<file path="src/rtl/bcrypt_pkg.sv">
// Shared definitions for the bcrypt key-schedule expansion logic.
//   - FSM state type of the ExpandState sequencer
//   - SRAM address width and P-array / S-box placement
//   - encryption counts (P-array pairs, S-box pairs, total)
package bcrypt_pkg;

  localparam int ADDR_W = 12;

  localparam logic [ADDR_W-1:0] P_ARRAY_OFFSET = 12'd4000;
  localparam logic [ADDR_W-1:0] S_BASE         = 12'd0;

  localparam int N_P_PAIRS = 9;
  localparam int N_S_PAIRS = 512;
  localparam int TOTAL_ENC = N_P_PAIRS + N_S_PAIRS;

  typedef enum logic [2:0] {
    ST_IDLE,
    ST_MIX,
    ST_LAUNCH,
    ST_WAIT_F,
    ST_WRITE,
    ST_NEXT,
    ST_DONE
  } state_t;

endpackage

</file>
<file path="src/rtl/expand_state_ctrl_salt_mixer.sv">
// salt_mixer: combinational salt word select and XOR for one block.
//   en     : 1 = XOR salt words into the block, 0 = pass through
//   odd    : selects W2/W3 (odd encryption index) instead of W0/W1
//   salt   : W0=[127:96], W1=[95:64], W2=[63:32], W3=[31:0]
//   l_in/r_in   : running block
//   l_out/r_out : block presented to the feistel stage
module salt_mixer (
  input  logic         en,
  input  logic         odd,
  input  logic [127:0] salt,
  input  logic [31:0]  l_in,
  input  logic [31:0]  r_in,
  output logic [31:0]  l_out,
  output logic [31:0]  r_out
);

  logic [31:0] w_l;
  logic [31:0] w_r;

  assign w_l   = odd ? salt[63:32] : salt[127:96];
  assign w_r   = odd ? salt[31:0]  : salt[95:64];
  assign l_out = en ? (l_in ^ w_l) : l_in;
  assign r_out = en ? (r_in ^ w_r) : r_in;

endmodule

</file>
<file path="src/rtl/expand_state_ctrl.sv">
// expand_state_ctrl: sequencer for bcrypt ExpandState / Expand0State.
// Runs 521 chained block encryptions through an external feistel stage and
// writes each result pair into the shared P-array / S-box SRAM.
//
// Ports
//   clk, reset            : clock, synchronous active-high reset
//   start                 : begin expansion (honoured only in IDLE)
//   use_salt, salt        : salt control/words, latched on start
//   busy, done            : run in progress / one-cycle completion pulse
//   fe_start, fe_L, fe_R  : launch pulse and plaintext to the feistel stage
//   fe_resultL/R, fe_done : feistel result and completion pulse
//   mem_own               : this block owns the SRAM ports (WRITE only)
//   addr_*, data_out_*    : SRAM write address/data, ports a and b
//   cs_*_l, we_*_l, oe_*_l: active-low SRAM strobes
//
// state    | meaning
// ---------+-----------------------------------------------------------
// IDLE     | waiting for start; latches salt, clears block and index
// MIX      | optional salt XOR, register plaintext into fe_L/fe_R
// LAUNCH   | one-cycle fe_start pulse
// WAIT_F   | hold plaintext, capture result on fe_done
// WRITE    | drive SRAM write of the result pair
// NEXT     | advance index or finish after the last encryption
// DONE     | one-cycle done pulse
module expand_state_ctrl
  import bcrypt_pkg::*;
(
  input  logic         clk,
  input  logic         reset,
  input  logic         start,
  input  logic         use_salt,
  input  logic [127:0] salt,
  output logic         busy,
  output logic         done,
  output logic         fe_start,
  output logic [31:0]  fe_L,
  output logic [31:0]  fe_R,
  input  logic [31:0]  fe_resultL,
  input  logic [31:0]  fe_resultR,
  input  logic         fe_done,
  output logic         mem_own,
  output logic [11:0]  addr_a,
  output logic [11:0]  addr_b,
  output logic [31:0]  data_out_a,
  output logic [31:0]  data_out_b,
  output logic         cs_a_l,
  output logic         we_a_l,
  output logic         oe_a_l,
  output logic         cs_b_l,
  output logic         we_b_l,
  output logic         oe_b_l
);

  localparam logic [9:0] N_P_IDX  = 10'(N_P_PAIRS);
  localparam logic [9:0] LAST_IDX = 10'(TOTAL_ENC - 1);

  state_t       state_q, state_d;
  logic [9:0]   n_q, n_d;
  logic [31:0]  l_q, l_d;
  logic [31:0]  r_q, r_d;
  logic [31:0]  fe_l_q, fe_l_d;
  logic [31:0]  fe_r_q, fe_r_d;
  logic         use_salt_q, use_salt_d;
  logic [127:0] salt_q, salt_d;

  logic [31:0]        mix_l, mix_r;
  logic [9:0]         n_s;
  logic [ADDR_W-1:0]  wr_addr;
  logic               in_write;

  salt_mixer u_mixer (
    .en    (use_salt_q),
    .odd   (n_q[0]),
    .salt  (salt_q),
    .l_in  (l_q),
    .r_in  (r_q),
    .l_out (mix_l),
    .r_out (mix_r)
  );

  always_ff @(posedge clk) begin
    if (reset) begin
      state_q    <= ST_IDLE;
      n_q        <= '0;
      l_q        <= '0;
      r_q        <= '0;
      fe_l_q     <= '0;
      fe_r_q     <= '0;
      use_salt_q <= 1'b0;
      salt_q     <= '0;
    end else begin
      state_q    <= state_d;
      n_q        <= n_d;
      l_q        <= l_d;
      r_q        <= r_d;
      fe_l_q     <= fe_l_d;
      fe_r_q     <= fe_r_d;
      use_salt_q <= use_salt_d;
      salt_q     <= salt_d;
    end
  end

  always_comb begin
    state_d    = state_q;
    n_d        = n_q;
    l_d        = l_q;
    r_d        = r_q;
    fe_l_d     = fe_l_q;
    fe_r_d     = fe_r_q;
    use_salt_d = use_salt_q;
    salt_d     = salt_q;

    case (state_q)
      ST_IDLE: begin
        if (start) begin
          use_salt_d = use_salt;
          salt_d     = salt;
          l_d        = '0;
          r_d        = '0;
          n_d        = '0;
          state_d    = ST_MIX;
        end
      end
      ST_MIX: begin
        l_d     = mix_l;
        r_d     = mix_r;
        fe_l_d  = mix_l;
        fe_r_d  = mix_r;
        state_d = ST_LAUNCH;
      end
      ST_LAUNCH: state_d = ST_WAIT_F;
      ST_WAIT_F: begin
        if (fe_done) begin
          // the result becomes the chained block for the next encryption
          l_d     = fe_resultL;
          r_d     = fe_resultR;
          state_d = ST_WRITE;
        end
      end
      ST_WRITE: state_d = ST_NEXT;
      ST_NEXT: begin
        if (n_q == LAST_IDX) begin
          state_d = ST_DONE;
        end else begin
          n_d     = n_q + 10'd1;
          state_d = ST_MIX;
        end
      end
      ST_DONE: state_d = ST_IDLE;
      default: state_d = ST_IDLE;
    endcase
  end

  // pair index scaled by two; S-box region index counts from the first S write
  assign n_s     = n_q - N_P_IDX;
  assign wr_addr = (n_q < N_P_IDX) ? (P_ARRAY_OFFSET + {1'b0, n_q, 1'b0})
                                   : (S_BASE + {1'b0, n_s, 1'b0});
  assign in_write = (state_q == ST_WRITE);

  assign busy       = (state_q != ST_IDLE);
  assign done       = (state_q == ST_DONE);
  assign fe_start   = (state_q == ST_LAUNCH);
  assign fe_L       = fe_l_q;
  assign fe_R       = fe_r_q;
  assign mem_own    = in_write;
  assign addr_a     = in_write ? wr_addr : '0;
  assign addr_b     = in_write ? (wr_addr + 12'd1) : '0;
  assign data_out_a = in_write ? l_q : '0;
  assign data_out_b = in_write ? r_q : '0;
  assign cs_a_l     = ~in_write;
  assign we_a_l     = ~in_write;
  assign oe_a_l     = 1'b1;
  assign cs_b_l     = ~in_write;
  assign we_b_l     = ~in_write;
  assign oe_b_l     = 1'b1;

endmodule
</file>
<file path="config.mk">
export PLATFORM = sky130hd
export DESIGN_NAME = expand_state_ctrl
export DESIGN_NICKNAME = d
export VERILOG_FILES = /design/src/rtl/bcrypt_pkg.sv /design/src/rtl/expand_state_ctrl_salt_mixer.sv /design/src/rtl/expand_state_ctrl.sv
export SDC_FILE = /design/constraint.sdc
export NUM_CORES = 1
export LEC_CHECK = 0
export CAP_MARGIN = 20
export CORE_MARGIN = 2
export CORE_UTILIZATION = 53
export CTS_CLUSTER_DIAMETER = 50
export DETAILED_ROUTE_END_ITERATION = 8
export PLACE_DENSITY_LB_ADDON = 0.15
export SYNTH_ARGS = -nofsm -noshare
export SYNTH_HDL_FRONTEND = slang
export SYNTH_SLANG_ARGS = --single-unit
</file>
<file path="constraint.sdc">
create_clock -name clk -period 6.67 [get_ports clk]
set_input_delay 1.334 -clock clk [delete_from_list [all_inputs] [get_ports clk]]
set_output_delay 1.334 -clock clk [all_outputs]
set_load 0.02 [all_outputs]
</file>
==> results of run 1 <==
stage by stage:
stage | instance area [µm²] | instances | hold slack (ps)
3_3_place_gp | 16480 | 2125 | 440.9
5_1_grt | 17610 | 2188 | 466.2
4_1_cts | 17570 | 2181 | 453.8
2_1_floorplan | 13160 | 1596 | 435.7
6_report | 17610 | 2189 | 450.9
3_5_place_dp | 16480 | 2125 | 445.8
critical path, delay by kind of cell, from the launching register on:
family | cells | cell delay (ps)
simple gates | 1 | 180
compound gates | 3 | 870
buf+inv | 2 | 910
flops | 1 | 830
fa+ha+maj | 1 | 300
per-layer routing:
layer | track usage (%) | vias up | part of all wire [%]
li1 | - | 6109 | -
met1 | 35.87 | 6127 | 40
met2 | 50.00 | 471 | 48
met3 | 6.831 | 99 | 7.2
met4 | 12.38 | 0 | 4.1
met5 | 0 | - | 0
registers in the layout (all words and copies together) (netlist names):
register	flops
r_q	32
use_salt_q	1
salt_q	128
l_q	32
fe_L	32
n_q	10
fe_R	32
state_q	3
how the worst max path moves through the flow:
stage | start | to | slack, ps
5_1_grt | n_q[0] | addr_b[9] | 1570
4_1_cts | state_q[2] | addr_a[10] | 1580
6_report | n_q[0] | addr_a[9] | 1760
3_5_place_dp | state_q[2] | addr_a[10] | 2110
2_1_floorplan | n_q[0] | addr_b[9] | 2640
3_3_place_gp | state_q[2] | addr_a[10] | 2230
cells in the mapped netlist, types with 2 or more instances:
cell,number
sky130_fd_sc_hd__nand2_1,335
sky130_fd_sc_hd__dfxtp_1,270
sky130_fd_sc_hd__a21oi_1,203
sky130_fd_sc_hd__nand2b_1,130
sky130_fd_sc_hd__clkbuf_1,85
sky130_fd_sc_hd__mux2i_1,66
sky130_fd_sc_hd__a22oi_1,65
sky130_fd_sc_hd__and2_1,65
sky130_fd_sc_hd__o211ai_1,65
sky130_fd_sc_hd__a221oi_1,64
sky130_fd_sc_hd__o31a_1,64
sky130_fd_sc_hd__buf_2,47
sky130_fd_sc_hd__buf_4,25
sky130_fd_sc_hd__nor2_1,15
sky130_fd_sc_hd__inv_1,12
sky130_fd_sc_hd__o21ai_0,10
sky130_fd_sc_hd__xnor2_1,9
sky130_fd_sc_hd__a211oi_1,5
sky130_fd_sc_hd__ha_1,5
sky130_fd_sc_hd__nor3_1,5
sky130_fd_sc_hd__nand3_1,4
sky130_fd_sc_hd__or3_1,4
sky130_fd_sc_hd__a311oi_1,3
sky130_fd_sc_hd__a31oi_1,3
sky130_fd_sc_hd__buf_6,3
sky130_fd_sc_hd__nand4_1,3
sky130_fd_sc_hd__nor2b_1,3
sky130_fd_sc_hd__buf_1,2
sky130_fd_sc_hd__conb_1,2
sky130_fd_sc_hd__nand3b_1,2
sky130_fd_sc_hd__o21a_1,2
sky130_fd_sc_hd__or4_1,2
sky130_fd_sc_hd__or4b_4,2
kinds of logic after synthesis:
family,share of synthesized area (%)
buffers and inverters,6.295
AO/OA/AOI/OAI,25.49
other,0.05707
multiplexers,5.020
adder cells (fa/ha/maj),0.4754
XOR/XNOR,0.5991
AND/OR/NAND/NOR,20.99
flip-flops,41.08
final cells by class:
cell class	instances	area (µm²)	share of cell area (%)
diodes	7	17.52	0.09946
well taps	324	405.4	2.302
inverters	12	47.55	0.2700
clock buffers	46	967.2	5.492
multi-input cells	1152	6958	39.51
repair buffers	368	3687	20.94
flip-flops and latches	270	5409	30.71
clock inverters	10	120.1	0.6820
power groups by stage:
stage | Clock (mW) | Sequential (mW) | Combinational (mW)
finish | 1.79 | 1.75 | 0.723
global route | 1.88 | 1.76 | 0.790
CTS | 1.82 | 1.75 | 0.718
detailed placement | 0 | 1.78 | 0.714
global placement | 0 | 1.78 | 0.698
floorplan | 0 | 1.77 | 0.479
==> flow_summary.toml, run 1 <==
[power_and_ir_drop]
ir_drop_uv = 175.8
switching_share_pct = 28.35
power.clock.fraction_pct = 42.0
leakagePower_nw = 5.574
power.switching_mw = 1.210
power-per-cell-area_mw_per_mm2 = 242.3
internal-power_mw = 3.058
share_seq_of_total_power_pct = 41.0
share_of_power_burned_in_combinational_logic_pct = 16.9
finalPower_mw = 4.268

[cts]
cts_max_path_buffers = 3
clk_root_buffer_cell = "sky130_fd_sc_hd__clkbuf_16"
cts_hold_buffers = 0
insertion_delay_ps = 510
cts.sinks = 270
path_clk_slew_ps = 50
cts_setup_buffers = 0
cts_repair_resize_count = 0
tritoncts = "yes"
tritoncts.num_buffers = 35
h_tree_levels = 2

[setup_path]
critPathCaptureType = "output port"
r2r_slack_ps = 3710
path_common_cell = "sky130_fd_sc_hd__o21ai_0"
worst_ep_required_time_ps = 5340
worst-setup-path-type = "reg -> out"
cp.arrival_ps = 3580
critical-path-slowest-cell = "sky130_fd_sc_hd__dfxtp_4"
r2r.worst_path.cells = 5
timing.critical_path.cells = "inv_1, ha_1, nor2b_1, o21ai_0, o21ai_0, a21oi_1, clkdlybuf4s50_1"
path_max_fanout = 40
critical_path.reg2reg.endpoint = "l_q[11]"
critPathMaxStageDelay_ps = 830
cp-start-kind = "flip-flop"
crit-reg2reg-launch = "state_q[0]"

[sta]
timing.final.crit_period_ps = 4911
timing_hold_violations_final = 0
worst-slew-pin-transition_ps = 1033
final.setup_skew_ps = 23.62
final.setup.worst_slack_ps = 1759
unrepaired_setup_endpoints_after_global_routing = "false"
final.period_utilization_pct = 73.62
slew_violations = 0
slew_headroom_pct = 31.03
fmax_mhz = 203.6
finalSetupTns_ps = 0
setup_viol = 0

[yosys]
synth_enable_flop_cells = 0
synthDominantCellAreaShare_pct = 41.08
synth_seq_area_share_pct = 41.08
netlist_area_mm2 = 0.01316
postSynthAreaPerCell_um2 = 8.250
ys_types = 48
ys_top_cells_by_area = "sky130_fd_sc_hd__dfxtp_1 41%, sky130_fd_sc_hd__nand2_1 9.6%, sky130_fd_sc_hd__a21oi_1 7.7%"
synth_seq_cells = 270
synth_flop_cell = "sky130_fd_sc_hd__dfxtp_1"
post_synth_inst_count = 1595
synth-async-reset-ratio_pct = 0
synthDominantAreaCellType = "sky130_fd_sc_hd__dfxtp_1"
synth.yosys.warnings = 0

[flow_run]
drv_cap = 0

[finish]
postLayoutCoreUtil_pct = 72.42
area_growth_pct = 33.84
fillCellCount = 1967
mostFrequentLayoutCell = "sky130_fd_sc_hd__clkdlybuf4s50_1"
fin_nets = 2041
drive_gt1_share_pct = 4.198
most-common-layout-cells = "354 x sky130_fd_sc_hd__clkdlybuf4s50_1, 334 x sky130_fd_sc_hd__nand2_1, 269 x sky130_fd_sc_hd__dfxtp_1"

[global_routing]
grt_first_pass_wirelength_um = 62760
grt_util_all_layers_pct = 29.44
antenna_violations_before_repair = 7
pin_count_of_the_biggest_net_entering_global_routing = 168
first_global_vias = 12080
grt_overflow = 0

[floorplan]
floorplan.initialDensity_pct = 54.11
floorplan.die.height_um = 161.6
die_area_mm2 = 0.02610
floorplan.io_pins = 359
die_width_um = 161.6
std_cell_rows = 57
core_area_mm2 = 0.02432

[placement]
io_buffers = 355
preCtsSetupSlack_ps = 2114
finalWeightedCongestion = 0.8170
sum_of_net_half_perimeters_after_detailed_placement_um = 25280

[hold_path]
timing.hold.worst.class = "reg -> reg"
holdPathEnd = "salt_q[68]"
whs_path_depth = 2
hold_path_startpoint = "salt_q[68]"

[drt]
via_count = 12810
post-route-drc-count = 0
route.final.wire_length_um = 40070
detailedRoute.firstIterationViolations = 1030
post_drt_via_cell_ratio = 5.850
ant_nets = 0
drt-pass1-iter-count = 7
drt-wirelength-per-cell_um = 18.30

[outcome]
status = "completed"
No activity file was read; power rests on OpenSTA's default activity.
==> run 2: changes to the inputs <==
--- a/config.mk
+++ b/config.mk
@@ -7,7 +7,7 @@
 export LEC_CHECK = 0
 export CAP_MARGIN = 20
 export CORE_MARGIN = 2
-export CORE_UTILIZATION = 53
+export CORE_UTILIZATION = 44
 export CTS_CLUSTER_DIAMETER = 50
 export DETAILED_ROUTE_END_ITERATION = 8
 export PLACE_DENSITY_LB_ADDON = 0.15
==> constraint.sdc (replaced) <==
create_clock -name clk -period 4 [get_ports clk]
set_input_delay 0.8 -clock clk [delete_from_list [all_inputs] [get_ports clk]]
set_output_delay 0.8 -clock clk [all_outputs]
set_load 0.02 [all_outputs]
==> run 2 against run 1 <==
Net effect:
- routed wire length up 0.77%
- sequential share of layout area down 0.57 points
- global-route usage down 4.6 points
- final area up 1.9%
- sequential cell count unchanged
- die area up 20%
- worst setup slack worse by 1500 ps
- non-clock buffer count up 10
- clock skew down 11 ps
- critical path type unchanged
- largest power group unchanged
- highest routed layer is now met5
==> flow_summary.toml, run 2 (synthesis results as in run 1) <==
[sta]
setup_viol = 0
final.setup_skew_ps = 12.40
unrepaired_setup_endpoints_after_global_routing = "false"
final.period_utilization_pct = 94.04
slew_headroom_pct = 34.44
finalSetupTns_ps = 0
slew_violations = 0
timing_hold_violations_final = 0
fmax_mhz = 265.8
timing.final.crit_period_ps = 3762
worst-slew-pin-transition_ps = 983.4
fin_worst_hold_slack_ps = 452.3

[global_routing]
grt_util_all_layers_pct = 24.89
antenna_violations_before_repair = 5
grt_first_pass_wirelength_um = 62870
grt_overflow = 0
pin_count_of_the_biggest_net_entering_global_routing = 123
first_global_vias = 11780

[power_and_ir_drop]
ir_drop_uv = 313.9
share_seq_of_total_power_pct = 38.8
power-per-cell-area_mw_per_mm2 = 418.7
finalPower_mw = 7.515
leakagePower_nw = 5.725
internal-power_mw = 5.461
power.switching_mw = 2.054
share_of_power_burned_in_combinational_logic_pct = 16.4
power.clock.fraction_pct = 44.8
switching_share_pct = 27.33

[finish]
fin_nets = 2052
seq_area_mm2 = 0.005410
area_growth_pct = 36.41
mostFrequentLayoutCell = "sky130_fd_sc_hd__clkdlybuf4s50_1"
drive_gt1_share_pct = 5.336
fillCellCount = 2642
largest_register_ff_count = 128
layoutNonFillerInstCount = 2266
most-common-layout-cells = "354 x sky130_fd_sc_hd__clkdlybuf4s50_1, 334 x sky130_fd_sc_hd__nand2_1, 268 x sky130_fd_sc_hd__dfxtp_1"
largest-register = "salt_q"
postLayoutCoreUtil_pct = 60.72
multiInputGateArea_mm2 = 0.006960

[cts]
path_clk_slew_ps = 50
clk_root_buffer_cell = "sky130_fd_sc_hd__clkbuf_16"
h_tree_levels = 2
cts_hold_buffers = 0
cts_max_path_buffers = 3
cts.sinks = 270
tritoncts.num_buffers = 36
tritoncts = "yes"
insertion_delay_ps = 500

[placement]
post-place-cells = 2202
io_buffers = 355
sum_of_net_half_perimeters_after_detailed_placement_um = 26090
finalWeightedCongestion = 0.8704

[drt]
via_count = 12540
drt-pass1-iter-count = 5
route.final.wire_length_um = 40370
post_drt_via_cell_ratio = 5.535
post-route-drc-count = 0
drt-wirelength-per-cell_um = 17.82
detailedRoute.firstIterationViolations = 870
ant_nets = 0

[setup_path]
worst-setup-path-type = "reg -> out"
cp.arrival_ps = 2960
worst_ep_required_time_ps = 3200
cp-start-kind = "flip-flop"
path_max_fanout = 7
critPathCaptureType = "output port"
r2r_slack_ps = 1210

[floorplan]
die_area_mm2 = 0.03131
core_area_mm2 = 0.02956
floorplan.initialDensity_pct = 44.52
die_width_um = 176.9
std_cell_rows = 63
floorplan.die.height_um = 176.9
floorplan.io_pins = 359

[outcome]
status = "completed"

[hold_path]
timing.hold.worst.class = "reg -> reg"

[flow_run]
drv_cap = 0
run 2: cell types whose count changed in the layout (fill, tap and decap cells not counted), moves of 2 or more:
cell	delta
sky130_fd_sc_hd__diode_2	-5
sky130_fd_sc_hd__clkbuf_1	-4
sky130_fd_sc_hd__bufinv_16	+2
sky130_fd_sc_hd__buf_12	+2
sky130_fd_sc_hd__clkbuf_16	+2
sky130_fd_sc_hd__clkbuf_8	+7
sky130_fd_sc_hd__buf_4	+9
run 2: final cells by class:
type                       instances  share of cell area [%]
tap                              390                   2.719
clock buffer                      51                   6.120
timing repair buffer             378                   20.99
inverter                          12                  0.2649
antenna                            2                 0.02788
clock inverter                    11                  0.9619
multi-input combinational       1152                   38.78
sequential                       270                   30.14
run 2: per-stage QoR:
step / cell area, µm² / setup WS, ps
6_report: 17950 / 238.3
5_1_grt: 17950 / 3.231
3_5_place_dp: 16670 / 664.2
2_1_floorplan: 13160 / 499.8
4_1_cts: 17940 / 138.3
3_3_place_gp: 16670 / 712.9
run 2: per-layer routing:
layer  wire [µm]  share of wire (%)  up-vias  track usage [%]
li1            -                  -     6133                -
met1       17340                 43     5932            31.95
met2       19170                 47      407            41.59
met3        2781                6.9       67            5.305
met4        1052                2.6        4            8.230
met5          28              0.069        -                0
run 2: power groups by stage:
stage          Clock [mW]  Combinational (mW)  Sequential [mW]
2_1_floorplan           0               0.798             2.95
3_3_place_gp            0                1.21             2.96
3_5_place_dp            0                1.23             2.97
4_1_cts              3.42                1.24             2.91
5_1_grt              3.54                1.36             2.93
6_report             3.37                1.23             2.91
run 2: final timing paths:
kind / start / end / cells past startpoint
setup / recovery: n_q[1] / addr_a[9] / 7
setup reg to reg: n_q[0] / r_q[8] / 6
hold reg to reg: salt_q[21] / salt_q[21] / 2
hold / removal: salt_q[21] / salt_q[21] / 2
run 2: repair_timing:
action                     4_1_cts  5_1_grt
buffers inserted                 0        0
resized for setup                0        2
setup endpoints to repair        0        4
run 2: critical path, cell delays in order (launching register included):
cell                              delay (ps)
sky130_fd_sc_hd__dfxtp_1                 360
sky130_fd_sc_hd__inv_1                   130
sky130_fd_sc_hd__ha_1                    220
sky130_fd_sc_hd__nor2b_2                 220
sky130_fd_sc_hd__o21ai_0                 200
sky130_fd_sc_hd__or4_1                   530
sky130_fd_sc_hd__a21oi_1                 180
sky130_fd_sc_hd__clkdlybuf4s50_1         630
==> patch, RTL diff (flow settings as in run 2) <==
The 7 states of `state_t` get a one-hot encoding in 7 bits.
--- a/src/rtl/bcrypt_pkg.sv
+++ b/src/rtl/bcrypt_pkg.sv
@@ -13,14 +13,14 @@
   localparam int N_S_PAIRS = 512;
   localparam int TOTAL_ENC = N_P_PAIRS + N_S_PAIRS;
 
-  typedef enum logic [2:0] {
-    ST_IDLE,
-    ST_MIX,
-    ST_LAUNCH,
-    ST_WAIT_F,
-    ST_WRITE,
-    ST_NEXT,
-    ST_DONE
+  typedef enum logic [6:0] {
+    ST_IDLE   = 7'b0000001,
+    ST_MIX    = 7'b0000010,
+    ST_LAUNCH = 7'b0000100,
+    ST_WAIT_F = 7'b0001000,
+    ST_WRITE  = 7'b0010000,
+    ST_NEXT   = 7'b0100000,
+    ST_DONE   = 7'b1000000
   } state_t;
 
 endpackage
Behaviour: same outputs for any inputs over 4 cycles, from zero or initial values and one cycle with reset high; so few cycles prove little.
==> patch against run 2 <==
  * Non-clock buffer count shrank 1
  * Via count is 0.45% lower
  * Routed wire length up 4.7%
  * Synthesized area down 1.7%
  * Worst setup slack got worse by 25 ps
  * Power down 3.0%
  * Final area shrank 0.87%
  * Critical path depth stayed put
  * Maximum frequency shrank 0.67%
  * Cell count is 0.26% higher
  * Die area is 1.6% lower
  * First-iteration DRC count down 1.6%
  * Clock power decreased by 1%
  * Sequential cell count rose by 4
  * Critical endpoint is now addr_b[9]
  * Highest routed layer unchanged
==> patch: results (changes against run 2) <==
----------------------------------------------------
[Pwr]
  Maximum VDD drop ... 0.308 mV (was 0.314 mV)
  Leak pwr ... 0.00610 uW (was 0.00573 uW)

[Worst setup path]
  Minimum setup slack among reg-to-reg paths ... 1130 ps (was 1210 ps)
  Slowest CP cell ... or4b_2 (was clkdlybuf4s50_1)
  Data arrival at the endpoint of the critical path ... 2990 ps (was 2960 ps)
  Startpoint of the worst-slack reg-to-reg timing path ... state_q[3] (was n_q[0])
  Capturing point of the worst reg2reg path ... l_q[30] (was r_q[8])

[Placement]
  Final HPWL DP ... 26.5 mm (was 26.1 mm)
  Routability congestion estimate from global placement ... 0.844 (was 0.870)
  Post-place setup slack ... 558 ps (was 664 ps)

[Worst hold path]
  Worst hold start ... salt_q[35] (was salt_q[21])

[Synth]
  Cell variety after synth ... 50 (was 48)
  Dominant cells by area after synthesis ... dfxtp_1 42%, nand2_1 7.8%, a21oi_1 7.8%, o21ai_0 5.7%, mux2_2 5.6% (was dfxtp_1 41%, nand2_1 9.6%, a21oi_1 7.7%, nand2b_1 6.2%, mux2i_1 5.0%)
  Most used DFF post-synth ... dfxtp_1 (unchanged)
  Sequential cell area fraction in the yosys report ... 42.4% (was 41.1%)
  Commonest cells in the synthesized netlist ... 274 x dfxtp_1, 270 x nand2_1, 201 x a21oi_1 (was 335 x nand2_1, 270 x dfxtp_1, 203 x a21oi_1)

[Timing]
  Actual transition at the worst max-transition pin ... 1080 ps (was 983 ps)
  Worst setup skew after layout ... 14.0 ps (was 12.4 ps)

[Global routing]
  Global-route wire length before repair ... 65.8 mm (was 62.9 mm)
  Combined global-route utilization of all metal layers ... 26.4% (was 24.9%)

[Outcome]
  Status ... finished clean (unchanged)

[Clock network]
  Number of buffers created by CTS ... 35 (was 36)

[Detailed routing]
  Avg WL per Cell ... 18.6 um (was 17.8 um)
  Number of vias after detailed routing ... 12500 (about the same)

[Finish]
  Share of cells above drive strength 1 ... 8.59% (was 5.34%)
  Fill cell total of the finished layout ... 2546 (was 2642)
  Number of nets in the layout ... 2064 (was 2052)

----------------------------------------------------
==> patch: power by group <==
part | switching, uW | total (uW) | internal (uW)
Combinational | 506 | 933 | 427
Clock | 1190 | 3320 | 2130
Sequential | 133 | 3040 | 2910
==> patch: what timing repair did <==
action                     4_1_cts  5_1_grt
setup buffers                    0        1
hold buffers                     0        0
hold endpoints to repair         0        0
resized for setup                0        4
setup endpoints to repair        0        8
==> patch: logic make-up (layout without fill, tap and decap cells) <==
kind of cell / count (synthesis) / count (layout) / synth area share (%)
AOI/OAI and AO/OA: 507 / 507 / 23.0
xor gates and xnor gates: 4 / 4 / 0.271
adders and majority gates: 5 / 5 / 0.484
buffers and inverters: 167 / 448 / 5.54
DFF: 274 / 274 / 42.4
muxes: 68 / 68 / 5.88
other: 2 / 6 / 0.0580
and+or+nand+nor: 576 / 576 / 22.4
==> patch: worst max path at each step <==
stage,from,to,slack [ps],cells past startpoint
2_1_floorplan,n_q[0],addr_b[2],430,10
6_report,n_q[1],addr_b[9],210,7
4_1_cts,n_q[1],addr_a[9],10,7
3_3_place_gp,n_q[1],addr_b[9],610,7
5_1_grt,state_q[2],addr_a[10],50,6
3_5_place_dp,n_q[1],addr_a[9],560,7
==> patch: cell type report <==
| cell class | count | area share (%) |
|---|---|---|
| Clock buffer | 47 | 5.58 |
| Tap cell | 384 | 2.70 |
| Sequential cell | 274 | 30.9 |
| Multi-Input combinational cell | 1163 | 38.2 |
| Inverter | 11 | 0.232 |
| Timing Repair Buffer | 377 | 21.1 |
| Antenna cell | 3 | 0.0422 |
| Clock inverter | 13 | 1.29 |
==> patch: worst register-to-register path: stages, from the launching register on <==
cell and delay (ps):
dfxtp_2 310, buf_4 380, or4_4 710, nor3_4 140, buf_4 580, o21ai_0 370, a311oi_1 300
==> patch: per-stage QoR <==
stage          total power [uW]  hold WS (ps)  cells  utilization, %  cell area, um^2
6_report                   7290           450   2272            61.7            17800
3_3_place_gp               4000           438   2208            57.3            16500
2_1_floorplan              3590           433   1604               -            12900
3_5_place_dp               4020           443   2208            57.3            16500
5_1_grt                    7580           467   2272            61.7            17800
4_1_cts                    7340           452   2268            61.6            17800
==> patch: per-layer routing <==
| layer | GRT usage [%] | routed length, um | share of wire (%) | up-vias |
|---|---|---|---|---|
| met2 | 43.1 | 19400 | 46 | 452 |
| met4 | 10.2 | 1350 | 3.2 | 2 |
| met5 | 0 | 11 | 0.026 | - |
| met1 | 34.2 | 18300 | 43 | 5883 |
| met3 | 5.78 | 3150 | 7.5 | 80 |
| li1 | - | - | - | 6069 |
